## config.mk

```make
export PLATFORM = sky130hd
export DESIGN_NAME = mem_io_bridge
export DESIGN_NICKNAME = d
export VERILOG_FILES = /design/src/rtl/mem_io_pkg.sv /design/src/rtl/mem_io_bridge_io_timer.sv /design/src/rtl/mem_io_bridge.sv
export SDC_FILE = /design/constraint.sdc
export NUM_CORES = 1
export LEC_CHECK = 0
export ABC_AREA = 1
export CORE_MARGIN = 3
export CORE_UTILIZATION = 28
export CTS_CLUSTER_SIZE = 16
export DETAILED_ROUTE_END_ITERATION = 7
export PLACE_DENSITY = 0.51
export RECOVER_POWER = 100
export SYNTH_ARGS = -nofsm -noshare
export SYNTH_HDL_FRONTEND = slang
export SYNTH_HIERARCHICAL = 1
export SYNTH_SLANG_ARGS = --single-unit
```

## constraint.sdc

```tcl
create_clock -name clk -period 2.4 [get_ports clk]
set_input_delay 0.36 -clock clk [delete_from_list [all_inputs] [get_ports clk]]
set_output_delay 0.36 -clock clk [all_outputs]
set_load 0.01 [all_outputs]
```

## src/rtl/mem_io_pkg.sv

```systemverilog
// Shared types and constants for the cpu memory/IO bridge: region codes,
// IO register offsets, CTRL bit positions and timer reset values.
package mem_io_pkg;

  typedef enum logic [1:0] {
    REGION_RAM,
    REGION_IO,
    REGION_UNMAPPED
  } region_e;

  localparam int unsigned OFF_W = 5;

  localparam logic [OFF_W-1:0] OFF_IO_OUT = 5'h00;
  localparam logic [OFF_W-1:0] OFF_IO_IN  = 5'h04;
  localparam logic [OFF_W-1:0] OFF_COUNT  = 5'h08;
  localparam logic [OFF_W-1:0] OFF_CMP    = 5'h0C;
  localparam logic [OFF_W-1:0] OFF_CTRL   = 5'h10;
  localparam logic [OFF_W-1:0] OFF_STATUS = 5'h14;

  localparam logic [31:0] IO_WINDOW_BYTES = 32'h0000_0018;

  localparam int CTRL_EN         = 0;
  localparam int CTRL_IRQ_EN     = 1;
  localparam int CTRL_AUTORELOAD = 2;

  localparam logic [31:0] CMP_RESET = 32'hFFFF_FFFF;

endpackage

```

## src/rtl/mem_io_bridge_io_timer.sv

```systemverilog
// Programmable compare timer: COUNT, CMP, CTRL and the pending flag, with
// cpu register access through a write strobe, word offset and read mux.
module io_timer
  import mem_io_pkg::*;
(
  input  logic             clk,
  input  logic             reset,
  input  logic             we_i,
  input  logic [OFF_W-1:0] off_i,
  input  logic [31:0]      wdata_i,
  output logic [31:0]      rdata_o,
  output logic             irq_o
);

  logic [31:0] count_q, count_d;
  logic [31:0] cmp_q, cmp_d;
  logic [2:0]  ctrl_q, ctrl_d;
  logic        pending_q, pending_d;
  logic        match;
  logic        wr_count;

  always_comb begin
    wr_count  = we_i && (off_i == OFF_COUNT);
    match     = ctrl_q[CTRL_EN] && (count_q == cmp_q);
    count_d   = count_q;
    cmp_d     = cmp_q;
    ctrl_d    = ctrl_q;
    pending_d = pending_q;

    if (ctrl_q[CTRL_EN]) begin
      count_d = (match && ctrl_q[CTRL_AUTORELOAD]) ? 32'd0 : count_q + 32'd1;
    end
    if (we_i && (off_i == OFF_STATUS) && wdata_i[0]) begin
      pending_d = 1'b0;
    end
    // A new match beats a same-cycle clear, but a cpu COUNT write suppresses it.
    if (match && !wr_count) begin
      pending_d = 1'b1;
    end
    if (wr_count) begin
      count_d = wdata_i;
    end
    if (we_i && (off_i == OFF_CMP)) begin
      cmp_d = wdata_i;
    end
    if (we_i && (off_i == OFF_CTRL)) begin
      ctrl_d = wdata_i[2:0];
    end
  end

  always_ff @(posedge clk) begin
    if (reset) begin
      count_q   <= '0;
      cmp_q     <= CMP_RESET;
      ctrl_q    <= '0;
      pending_q <= 1'b0;
    end else begin
      count_q   <= count_d;
      cmp_q     <= cmp_d;
      ctrl_q    <= ctrl_d;
      pending_q <= pending_d;
    end
  end

  always_comb begin
    rdata_o = '0;
    case (off_i)
      OFF_COUNT:  rdata_o = count_q;
      OFF_CMP:    rdata_o = cmp_q;
      OFF_CTRL:   rdata_o = {29'd0, ctrl_q};
      OFF_STATUS: rdata_o = {31'd0, pending_q};
      default:    rdata_o = '0;
    endcase
  end

  assign irq_o = pending_q & ctrl_q[CTRL_IRQ_EN];

endmodule

```

## src/rtl/mem_io_bridge.sv

```systemverilog
// Address decoder between the cpu memory port and Memoria: routes accesses to
// RAM, the IO/timer register window or unmapped space with one-cycle reads.
module mem_io_bridge
  import mem_io_pkg::*;
#(
  parameter logic [31:0] RAM_LIMIT   = 32'h0000_0100,
  parameter logic [31:0] IO_BASE     = 32'h0000_FF00,
  parameter int          SYNC_STAGES = 2
) (
  input  logic        clk,
  input  logic        reset,
  input  logic [31:0] cpu_addr,
  input  logic [31:0] cpu_wdata,
  input  logic        cpu_we,
  output logic [31:0] cpu_rdata,
  output logic [31:0] mem_addr,
  output logic [31:0] mem_wdata,
  output logic        mem_we,
  input  logic [31:0] mem_rdata,
  input  logic [31:0] io_in,
  output logic [31:0] io_out,
  output logic        timer_irq,
  output logic        err_unmapped
);

  region_e          region;
  region_e          sel_q;
  logic [31:0]      io_off_full;
  logic [OFF_W-1:0] io_off;
  logic             io_we;
  logic [31:0]      io_out_q;
  logic [31:0]      io_rdata_d, io_rdata_q;
  logic [31:0]      timer_rdata;
  logic             err_q;
  logic [31:0]      sync_q [SYNC_STAGES];

  assign io_off_full = cpu_addr - IO_BASE;
  assign io_off      = io_off_full[OFF_W-1:0];

  // Misaligned addresses inside the IO window fall through to unmapped.
  always_comb begin
    region = REGION_UNMAPPED;
    if (cpu_addr < RAM_LIMIT) begin
      region = REGION_RAM;
    end else if ((cpu_addr >= IO_BASE) && (io_off_full < IO_WINDOW_BYTES) &&
                 (cpu_addr[1:0] == 2'b00)) begin
      region = REGION_IO;
    end
  end

  assign mem_addr  = cpu_addr;
  assign mem_wdata = cpu_wdata;
  assign mem_we    = cpu_we && (region == REGION_RAM);
  assign io_we     = cpu_we && (region == REGION_IO);

  always_ff @(posedge clk) begin
    if (reset) begin
      for (int i = 0; i < SYNC_STAGES; i++) begin
        sync_q[i] <= '0;
      end
    end else begin
      sync_q[0] <= io_in;
      for (int i = 1; i < SYNC_STAGES; i++) begin
        sync_q[i] <= sync_q[i-1];
      end
    end
  end

  io_timer u_timer (
    .clk     (clk),
    .reset   (reset),
    .we_i    (io_we),
    .off_i   (io_off),
    .wdata_i (cpu_wdata),
    .rdata_o (timer_rdata),
    .irq_o   (timer_irq)
  );

  always_comb begin
    io_rdata_d = timer_rdata;
    case (io_off)
      OFF_IO_OUT: io_rdata_d = io_out_q;
      OFF_IO_IN:  io_rdata_d = sync_q[SYNC_STAGES-1];
      default:    io_rdata_d = timer_rdata;
    endcase
  end

  always_ff @(posedge clk) begin
    if (reset) begin
      io_out_q   <= '0;
      sel_q      <= REGION_RAM;
      io_rdata_q <= '0;
      err_q      <= 1'b0;
    end else begin
      if (io_we && (io_off == OFF_IO_OUT)) begin
        io_out_q <= cpu_wdata;
      end
      sel_q      <= region;
      io_rdata_q <= io_rdata_d;
      err_q      <= (region == REGION_UNMAPPED);
    end
  end

  always_comb begin
    cpu_rdata = '0;
    case (sel_q)
      REGION_RAM: cpu_rdata = mem_rdata;
      REGION_IO:  cpu_rdata = io_rdata_q;
      default:    cpu_rdata = '0;
    endcase
  end

  assign io_out       = io_out_q;
  assign err_unmapped = err_q;

endmodule

```

==> results of run 1 <==
==> final cells by class <==
type | instances | share of cell area
sequential | 198 | 0.264
inverter | 304 | 0.0765
multi-input combinational | 1060 | 0.334
clock buffer | 18 | 0.0286
clock inverter | 14 | 0.0130
timing repair buffer | 378 | 0.241
tap | 511 | 0.0427
==> layout by cell type, fill, tap and decap left out, types with 32 or more instances in the layout <==
master	synthesis	routed
clkdlybuf4s50_1	0	135
o21ai_0	106	104
nand3_1	114	109
nand2_1	378	367
a21oi_1	80	80
o22ai_1	32	32
dfxtp_1	198	198
dlygate4sd3_1	0	94
buf_4	67	93
nor2_1	247	227
inv_1	297	294
==> what timing repair did <==
item / 4_1_cts / 5_1_grt
gates cloned: 3 / 0
pin swaps: 24 / 29
endpoints found under the setup margin: 101 / 73
setup buffers: 7 / 4
gates resized for setup: 71 / 66
==> registers in the layout, indices dropped and copies added (netlist names) <==
register / count
io_out: 32
io_rdata_q: 32
sel_q: 2
sync_q: 64
u_timer/cmp_q: 32
u_timer/count_q: 32
u_timer/ctrl_q: 3
u_timer/pending_q: 1
==> how the worst max path moves through the flow <==
| stage | startpoint | slack [ps] | to | cells past startpoint |
|---|---|---|---|---|
| floorplan | cpu_addr[16] | 30 | u_timer/count_q[18]$_SDFFE_PP0P_ | 17 |
| global placement | cpu_addr[12] | -770 | u_timer/count_q[5]$_SDFFE_PP0P_ | 18 |
| detailed placement | cpu_addr[12] | -780 | u_timer/count_q[1]$_SDFFE_PP0P_ | 18 |
| CTS | cpu_addr[29] | 8 | u_timer/count_q[17]$_SDFFE_PP0P_ | 18 |
| global route | cpu_addr[23] | -30 | u_timer/count_q[17]$_SDFFE_PP0P_ | 19 |
| finish | sel_q[1]$_SDFF_PP0_ | 80 | cpu_rdata[1] | 3 |
==> worst min-delay path, delay by kind of cell, from the launching register on <==
kind | cells | cell delay, ps
and+or+nand+nor | 1 | 30
DFF | 1 | 300
buffers and inverters | 1 | 40
==> per-stage QoR <==
| step | cell area, sq um | utilization | setup WS [ps] | std cells | setup TNS [ps] |
|---|---|---|---|---|---|
| floorplan | 10700 | - | 32.0 | 1699 | 0 |
| CTS | 15000 | 0.396 | 8.00 | 2479 | 0 |
| global route | 15000 | 0.397 | -33.2 | 2483 | -314 |
| finish | 15000 | 0.397 | 79.6 | 2483 | 0 |
| global placement | 14100 | 0.373 | -765 | 2438 | -55130 |
| detailed placement | 14100 | 0.373 | -777 | 2438 | -55500 |
==> cells by family after synthesis <==
family | count (synthesis) | share of synthesized area
simple gates | 802 | 0.313
buf+inv | 441 | 0.183
compound gates | 247 | 0.125
flops | 198 | 0.369
xor+xnor | 10 | 0.00816
fa+ha+maj | 1 | 0.00117
==> power by group <==
part / internal [mW] / total, mW / switching [mW]
registers: 3.34 / 3.36 / 0.0184
logic: 0.422 / 0.849 / 0.427
clock network: 1.44 / 3.02 / 1.57
total: 5.21 / 7.22 / 2.02
==> per-layer routing <==
metal | vias up | GRT usage
met1 | 5387 | 0.267
met2 | 474 | 0.350
met4 | 0 | 0.0588
met5 | - | 0
li1 | 5733 | -
met3 | 52 | 0.0321
==> impl_results.md, run 1 <==
- Row count: 71
- Max cap viols: 0
- Post-Syn Instances: approximately 1,700
- Status: completed
- Layout cell share with drive strength beyond 1: 0.121
- Clock Path Buffers: 2
- RSZ-0062 raised after global routing: yes
- Buffers & Inverters on Critical Path: 1
- Skew final: 10.4 ps
- First-pass GRT wire length: 64,700 um
- Slew Limit Fails: 0
- I/O pin count: around 260
- Synthesis warning total: 6
- Worst Setup Start Kind: flop
- Drt drc: 0
- Async S/R FF share, synth: 0
- Final period util: 0.967
- Fillers: 4,051
- Area leader, netlist: dfxtp_1
- Port Buf Inserts: 261
- Half-perimeter wire length after placement: 33,300 um
- Yosys top cell area share: 0.369
- Min-delay src: sync_q[0][14]$_SDFF_PP0_
- WL/cell: 17.2 um
- Crit Reg-Reg Startpoint: u_timer/count_q[1]$_SDFFE_PP0P_
- Clk root buf: clkbuf_16
- Yosys cell types: 37
- CP required: approximately 2000 ps
- Die X-Extent: 202 um
- Met2 wire len: 20,400 um
- Power, Total: ~7.2 mW
- Metal-1 WL: 18,600 um
- Vias: 11,600
- DRT Pass-1 Iters: 6
- Yosys reg bits: between 150 and 200
- N_diodes: 0
- Total Routing Usage GR: 0.204
- Worst R2R End: u_timer/count_q[18]$_SDFFE_PP0P_
- CTS tree: built
- Crit path DAT: 1960 ps
- Synthesized area: around 11,000 sq um
- Hold path endpoint: sync_q[0][46]$_SDFF_PP0_
- Nets@finish: 2,091
- Delay-heaviest family, CP: buffers and inverters
- Met3 wire len: ~2700 um
- P per Cell Area: between 400 and 500 nW/um^2
- WS Path Type: flop to primary output
- Leak: 6.86 nW
- Max_slew headroom: 0.107
- Die H: 202 um
- Largest net degree at the start of global routing: 50
- Post-synthesis sequential area ratio: 0.369
- Max Fanout on Critical Path: 32
- Worst Max-Slew Pin Slew: 1340 ps
- Internal reg-to-reg setup slack: 330 ps
- Initial Util: 0.284
- Core Region: roughly 38,000 sq um
- Synth Net Count: 1,831
- Total congestion overflow: 0
- Vias in the first global route: 11,200
- Worst skew pair latency: 440 ps
- Sink Count: 198
- CP max stage delay: 580 ps
- Area of the multi-input gates: 5000 sq um
- Post-route minimum period: 2320 ps
- Slowest cell on crit path: clkdlybuf4s50_1
- Worst reg2reg path depth: 10
- Initial antenna violation count: 0
- Kind of end point of the critical path: primary output
- Gpl congestion: 0.904
- Most common cell in the synthesized netlist: nand2_1
- Top cells by area, synth: dfxtp_1, nand2_1, inv_1
- H-tree depth: 4
- Post-DR vias/cell: 4.69
- Number of synthesized flops with an enable pin: 0
- Max rail drop VDD: 431 uV
- Final hold vios: 0
- WHS: 398 ps
- Critical-path cell list: or2_4, o21ai_0, clkdlybuf4s50_1
- Average cell area after synthesis: 6.32 sq um
- Fmax: 431 MHz
- CTS Buf Count: 17
- Worst-path clk slew: 80 ps
- WHS Path Cells: 2
- Hold Crit Class: flop to flop
- Synth top cells by count: nand2_1, inv_1, nor2_1
- Syn-to-layout area delta: 39.6%
- Max Used Layer: met4
- Ys flop type: dfxtp_1
- Cts hold-fix bufs: 0
- Final WL: 42,800 um
- Initial drt markers: 873
- ANT nets after route: 0
- Setup Viol. Count Final: 0
- Register Area: ~4000 sq um
- Die area: 40,700 sq um
Power figures use the tool's default switching activity.
==> inputs of run 2 (changes only) <==
PLACE_DENSITY = 0.49   (was 0.51)
clock period = 2.72 ns   (was 2.4 ns; I/O delays follow)
==> impl_results.md, run 2 (synthesized netlist as in run 1, its figures left out) <==
- Finished Core Util: 0.384 (-0.0125)
- Drt drc: 0 (unchanged)
- Fillers: 4,086 (+0.86%)
- Die X-Extent: 202 um (unchanged)
- Psw: 1.73 mW (-15%)
- Worst R2R End: u_timer/count_q[24]$_SDFFE_PP0P_
- Initial Util: 0.284 (unchanged)
- Vias: 11,400 (-1.8%)
- Slowest cell on crit path: o22ai_1
- Leading cell type in the layout, fill and taps excluded: nand2_1
- Crit Reg-Reg Startpoint: u_timer/count_q[0]$_SDFFE_PP0P_
- Post-route insts no fill: 2,446 (-1.5%)
- Status: completed
- Post-route minimum period: between 2000 and 3000 ps
- Worst skew pair latency: 450 ps (about the same)
- N_diodes: 0 (unchanged)
- Vias in the first global route: 10,900 (-2.6%)
- Max reg flops: 64 (unchanged)
- ANT nets after route: 0 (unchanged)
- Syn-to-layout area delta: 35.2%
- Die H: 202 um (unchanged)
- Clk root buf: clkbuf_16
- Delay-heaviest family, CP: buffers and inverters
- Leak: 6.67 nW (-2.8%)
- Critical-path cell list: clkdlybuf4s50_1, buf_4, inv_1, nor2_1, nand3_1, clkbuf_2, o22ai_1, nand2_1, nand3_1, nand2_1, inv_1
- Skew final: 15.1 ps (+4.69 ps)
- Worst Setup Start Kind: primary input
- Total Routing Usage GR: 0.202 (-0.00229)
- H-tree depth: 4 (unchanged)
- Final hold vios: 0 (unchanged)
- Die area: 40,700 sq um (unchanged)
- Sw Ratio: 0.274 (-0.00516)
- Core Region: 37,800 sq um (unchanged)
- WL/cell: 17.5 um (+1.3%)
- Port Buf Inserts: 261 (unchanged)
- Worst Max-Slew Pin Slew: 801 ps (-539 ps)
- CP required: 3110 ps (+1070 ps)
- I/O pin count: 262 (unchanged)
- Worst-path clk slew: 80 ps (about the same)
- Max rail drop VDD: 384 uV (-11%)
- Flop pwr share: 0.471 (+0.006)
- Slew Limit Fails: 0 (unchanged)
- Hold path endpoint: sync_q[0][42]$_SDFF_PP0_
- P per Cell Area: 433 nW/um^2 (-10%)
- Sink Count: 198 (unchanged)
- Final period util: 0.965
- CTS tree: built
- Final WL: 42,700 um (-0.18%)
- First-pass GRT wire length: 63,700 um (-1.6%)
- DRT Pass-1 Iters: 5 (-1)
- Row count: 71 (unchanged)
- Buffers & Inverters on Critical Path: 5 (+4)
- Hold Crit Class: flop to flop
- Initial drt markers: 839 (-3.9%)
- Max_slew headroom: 0.466 (+0.359)
- Top reg by flops: sync_q
- Initial antenna violation count: 1 (+1)
- Fmax: 381 MHz
- CP max stage delay: 540 ps (-40 ps)
- Max Fanout on Critical Path: 29 (-9.4%)
- Largest net degree at the start of global routing: 96 (+92%)
- CTS Buf Count: 17 (unchanged)
- WS Path Type: primary input to flop
- Gpl congestion: 0.924 (+2.2%)
- Cts hold-fix bufs: 0 (unchanged)
- Combinational Power Share: 0.115 (-0.002)
- Layout cell share with drive strength beyond 1: 0.0806 (-0.0401)
- Clock power share: 0.415 (-0.003)
- Nets@finish: 2,054 (-1.8%)
- Internal: 4.56 mW (-12%)
- Total congestion overflow: 0 (unchanged)
- Clock Path Buffers: 2 (unchanged)
- Kind of end point of the critical path: flop
- Placed Cells: 2,411 (-1.1%)
- Leading cell types in the layout, fill and taps excluded: nand2_1, inv_1, nor2_1, dfxtp_1
- Min-delay src: sync_q[0][10]$_SDFF_PP0_
- Worst reg2reg path depth: 10 (unchanged)
- Setup Viol. Count Final: 0 (unchanged)
- Internal reg-to-reg setup slack: 530 ps (+200 ps)
- Crit path DAT: 3020 ps (+1060 ps)
- Half-perimeter wire length after placement: 33,200 um (-0.26%)
- WHS Path Cells: 2 (unchanged)
- Post-DR vias/cell: 4.67 (-0.34%)
- Max cap viols: 0 (unchanged)
## run 2: metrics by stage
stage               setup slack (ps)  cell area [sq um]  setup TNS [ps]  power, mW  hold WS [ps]
floorplan                        304              10700               0       3.32           388
global placement                -352              13800          -19360       3.79           394
detailed placement              -397              13800          -22930       3.79           395
CTS                             43.4              14500               0       6.40           402
global route                   -19.4              14500           -19.4       6.53           423
finish                          94.2              14500               0       6.29           402
## run 2: layout make-up
cell class                 count  area (sq um)  area share
clock inverter                14           178      0.0122
timing repair buffer         341          3290       0.227
inverter                     304          1150      0.0790
clock buffer                  18           429      0.0296
tap                          511           639      0.0441
sequential                   198          3960       0.273
multi-input combinational   1060          4860       0.335
## run 2: how the worst max path moves through the flow
stage,cells past startpoint,startpoint,endpoint,slack (ps)
floorplan,17,cpu_addr[16],u_timer/count_q[18]$_SDFFE_PP0P_,300
global placement,17,cpu_addr[8],u_timer/cmp_q[16]$_SDFFE_PP1P_,-350
detailed placement,17,cpu_addr[9],u_timer/cmp_q[30]$_SDFFE_PP1P_,-400
CTS,10,cpu_addr[22],mem_we,40
global route,11,cpu_addr[3],io_rdata_q[21]$_SDFF_PP0_,-20
finish,11,cpu_addr[3],io_rdata_q[18]$_SDFF_PP0_,90
## run 2: power groups by stage
| stage | clock (mW) | sequential (mW) | combinational, mW |
|---|---|---|---|
| 6_report | 2.61 | 2.96 | 0.722 |
| 5_1_grt | 2.78 | 2.97 | 0.784 |
| 4_1_cts | 2.67 | 2.96 | 0.759 |
| 3_5_place_dp | 0 | 3.03 | 0.755 |
| 3_3_place_gp | 0 | 3.03 | 0.757 |
| 2_1_floorplan | 0 | 3.02 | 0.299 |
## run 2: tightest hold or removal path: stages, from the launching register on
cell     delay (ps)
dfxtp_1         300
inv_1            40
nor2_1           30
## run 2: routing by layer
layer,routed length (um),vias up,GRT usage,part of all wire
met5,0,-,0,0
met4,845,0,0.0533,0.020
met3,2760,37,0.0385,0.065
met2,20500,445,0.351,0.48
met1,18600,5310,0.258,0.43
li1,-,5642,-,-
## run 2: what timing repair did
action                     in CTS  in global routing
setup endpoints to repair       1                 65
buffers inserted                0                  1
gates resized for setup         1                 41
pin swaps                       0                  6
cloned                          0                  2
==> inputs of run 3 (changes only) <==
CAP_MARGIN = 20   (was not set)
SETUP_SLACK_MARGIN = 0.1   (was not set)
==> impl_results.md, run 3 (synthesized netlist as in run 1, its figures left out) <==
- Fmax: 399 MHz (+4.9%)
- Hold path endpoint: sync_q[0][42]$_SDFF_PP0_
- Worst-path clk slew: 80 ps (about the same)
- Layout cell share with drive strength beyond 1: 0.0811 (+0.000517)
- Area of the multi-input gates: 4890 sq um (+0.57%)
- Hold Crit Class: flop to flop
- Top reg by flops: sync_q
- P per Cell Area: 432 nW/um^2 (-0.25%)
- Row count: 71 (unchanged)
- Setup TNS: 0 ps (unchanged)
- Sink Count: 198 (unchanged)
- RSZ-0062 raised after global routing: no
- Post-route minimum period: 2500 ps (-122 ps)
- ANT nets after route: 0 (unchanged)
- Nets@finish: 2,054 (unchanged)
- Gpl congestion: 0.924 (unchanged)
- Half-perimeter wire length after placement: 33,200 um (unchanged)
- Die X-Extent: 202 um (unchanged)
- Port Buf Inserts: 261 (unchanged)
- Power, Total: 6.30 mW (about the same)
- Max rail drop VDD: 385 uV (+0.29%)
- Register Area: 3960 sq um (unchanged)
- Worst Max-Slew Pin Slew: 676 ps (-125 ps)
- Fillers: 4,088 (+0.049%)
- Worst Setup Start Kind: flop
- DRT Pass-1 Iters: 5 (unchanged)
- Largest net degree at the start of global routing: 96 (unchanged)
- Min-delay src: sync_q[0][10]$_SDFF_PP0_
- Max Fanout on Critical Path: 32 (+10%)
- Skew final: 15.3 ps (+0.207 ps)
- Internal reg-to-reg setup slack: 550 ps (+20 ps)
- Initial drt markers: 849 (+1.2%)
- WS Path Type: flop to primary output
- Initial Util: 0.284 (unchanged)
- N_diodes: 0 (unchanged)
- Drt drc: 0 (unchanged)
- Status: completed
- Kind of end point of the critical path: primary output
- WHS Path Cells: 2 (unchanged)
- CP required: 2310 ps (-800 ps)
- H-tree depth: 4 (unchanged)
- Crit path DAT: 2100 ps (-920 ps)
- First-pass GRT wire length: 63,700 um (about the same)
- Leak: 6.72 nW (+0.80%)
- Post-DR vias/cell: 4.68 (about the same)
- Crit Reg-Reg Startpoint: u_timer/count_q[0]$_SDFFE_PP0P_
- Vias in the first global route: 10,900 (+0.046%)
- Final hold vios: 0 (unchanged)
- Total congestion overflow: 0 (unchanged)
- Leading cell types in the layout, fill and taps excluded: nand2_1, inv_1, nor2_1, dfxtp_1, dlygate4sd3_1
- Total Routing Usage GR: 0.202 (about the same)
- Clock Path Buffers: 2 (unchanged)
- Worst R2R End: u_timer/count_q[24]$_SDFFE_PP0P_
- Final period util: 0.921 (-0.0447)
- I/O pin count: 262 (unchanged)
- Vias: 11,400 (+0.026%)
- Syn-to-layout area delta: 35.6%
- Worst skew pair latency: 450 ps (about the same)
- Final WL: 42,800 um (+0.29%)
- Worst slack at placement: -397 ps (unchanged)
- Max_slew headroom: 0.549 (+0.0827)
- Die area: 40,700 sq um (unchanged)
- CTS tree: built
- Die H: 202 um (unchanged)
- CTS Buf Count: 17 (unchanged)
- Leading cell type in the layout, fill and taps excluded: nand2_1
- Max reg flops: 64 (unchanged)
- Slew Limit Fails: 0 (unchanged)
- Worst setup margin: 216 ps (+122 ps)
- Clk root buf: clkbuf_16
- Worst reg2reg path depth: 10 (unchanged)
- WL/cell: 17.5 um (+0.29%)
- Max cap viols: 0 (unchanged)
- Setup Viol. Count Final: 0 (unchanged)
- Core Region: 37,800 sq um (unchanged)
- Initial antenna violation count: 1 (unchanged)
==> run 3: power by group <==
part           switching, mW  total (mW)  internal [mW]
Sequential            0.0149        2.96           2.95
Clock                   1.35        2.61           1.26
Combinational          0.366       0.724          0.358
==> run 3: worst max path at each step <==
stage / from / endpoint / cells past startpoint
final: sel_q[1]$_SDFF_PP0_ / cpu_rdata[31] / 5
after global routing: sel_q[1]$_SDFF_PP0_ / cpu_rdata[13] / 5
after CTS: cpu_addr[22] / mem_we / 10
after detailed placement: cpu_addr[9] / u_timer/cmp_q[30]$_SDFFE_PP1P_ / 17
after global placement: cpu_addr[8] / u_timer/cmp_q[16]$_SDFFE_PP1P_ / 17
after floorplan: cpu_addr[16] / u_timer/count_q[18]$_SDFFE_PP0P_ / 17
==> run 3: routing by layer <==
metal / track usage / part of all wire / up-vias
met5: 0 / 0 / -
met4: 0.0533 / 0.021 / 0
met3: 0.0385 / 0.061 / 42
met2: 0.350 / 0.48 / 403
met1: 0.259 / 0.43 / 5344
li1: - / - / 5648
==> run 3: through the flow <==
step | hold WS (ps) | cell area (sq um) | instances | utilization
final | 402 | 14600 | 2446 | 0.386
after global routing | 423 | 14600 | 2446 | 0.386
after CTS | 402 | 14500 | 2443 | 0.383
after detailed placement | 395 | 13800 | 2411 | 0.367
after global placement | 394 | 13800 | 2411 | 0.367
after floorplan | 388 | 10700 | 1699 | -
==> run 3: layout make-up <==
type / count / area share
Clock inverter: 14 / 0.0122
Tap cell: 511 / 0.0439
Timing Repair Buffer: 341 / 0.228
Inverter: 304 / 0.0787
Multi-Input combinational cell: 1060 / 0.336
Sequential cell: 198 / 0.272
Clock buffer: 18 / 0.0295
==> run 3: repair_timing <==
item / 4_1_cts / 5_1_grt
endpoints found under the setup margin: 22 / 95
resized for setup: 4 / 55
endpoints found under the hold margin: 0 / 0
setup buffers: 0 / 1
pin swaps: 1 / 11
cloned: 0 / 2
hold buffers: 0 / 0
==> run 3: critical path: stages, from the launching register on <==
cell and delay, ps:
dfxtp_1 330, inv_1 50, clkbuf_4 330, nand3_1 180, o21ai_0 110, dlygate4sd3_1 630
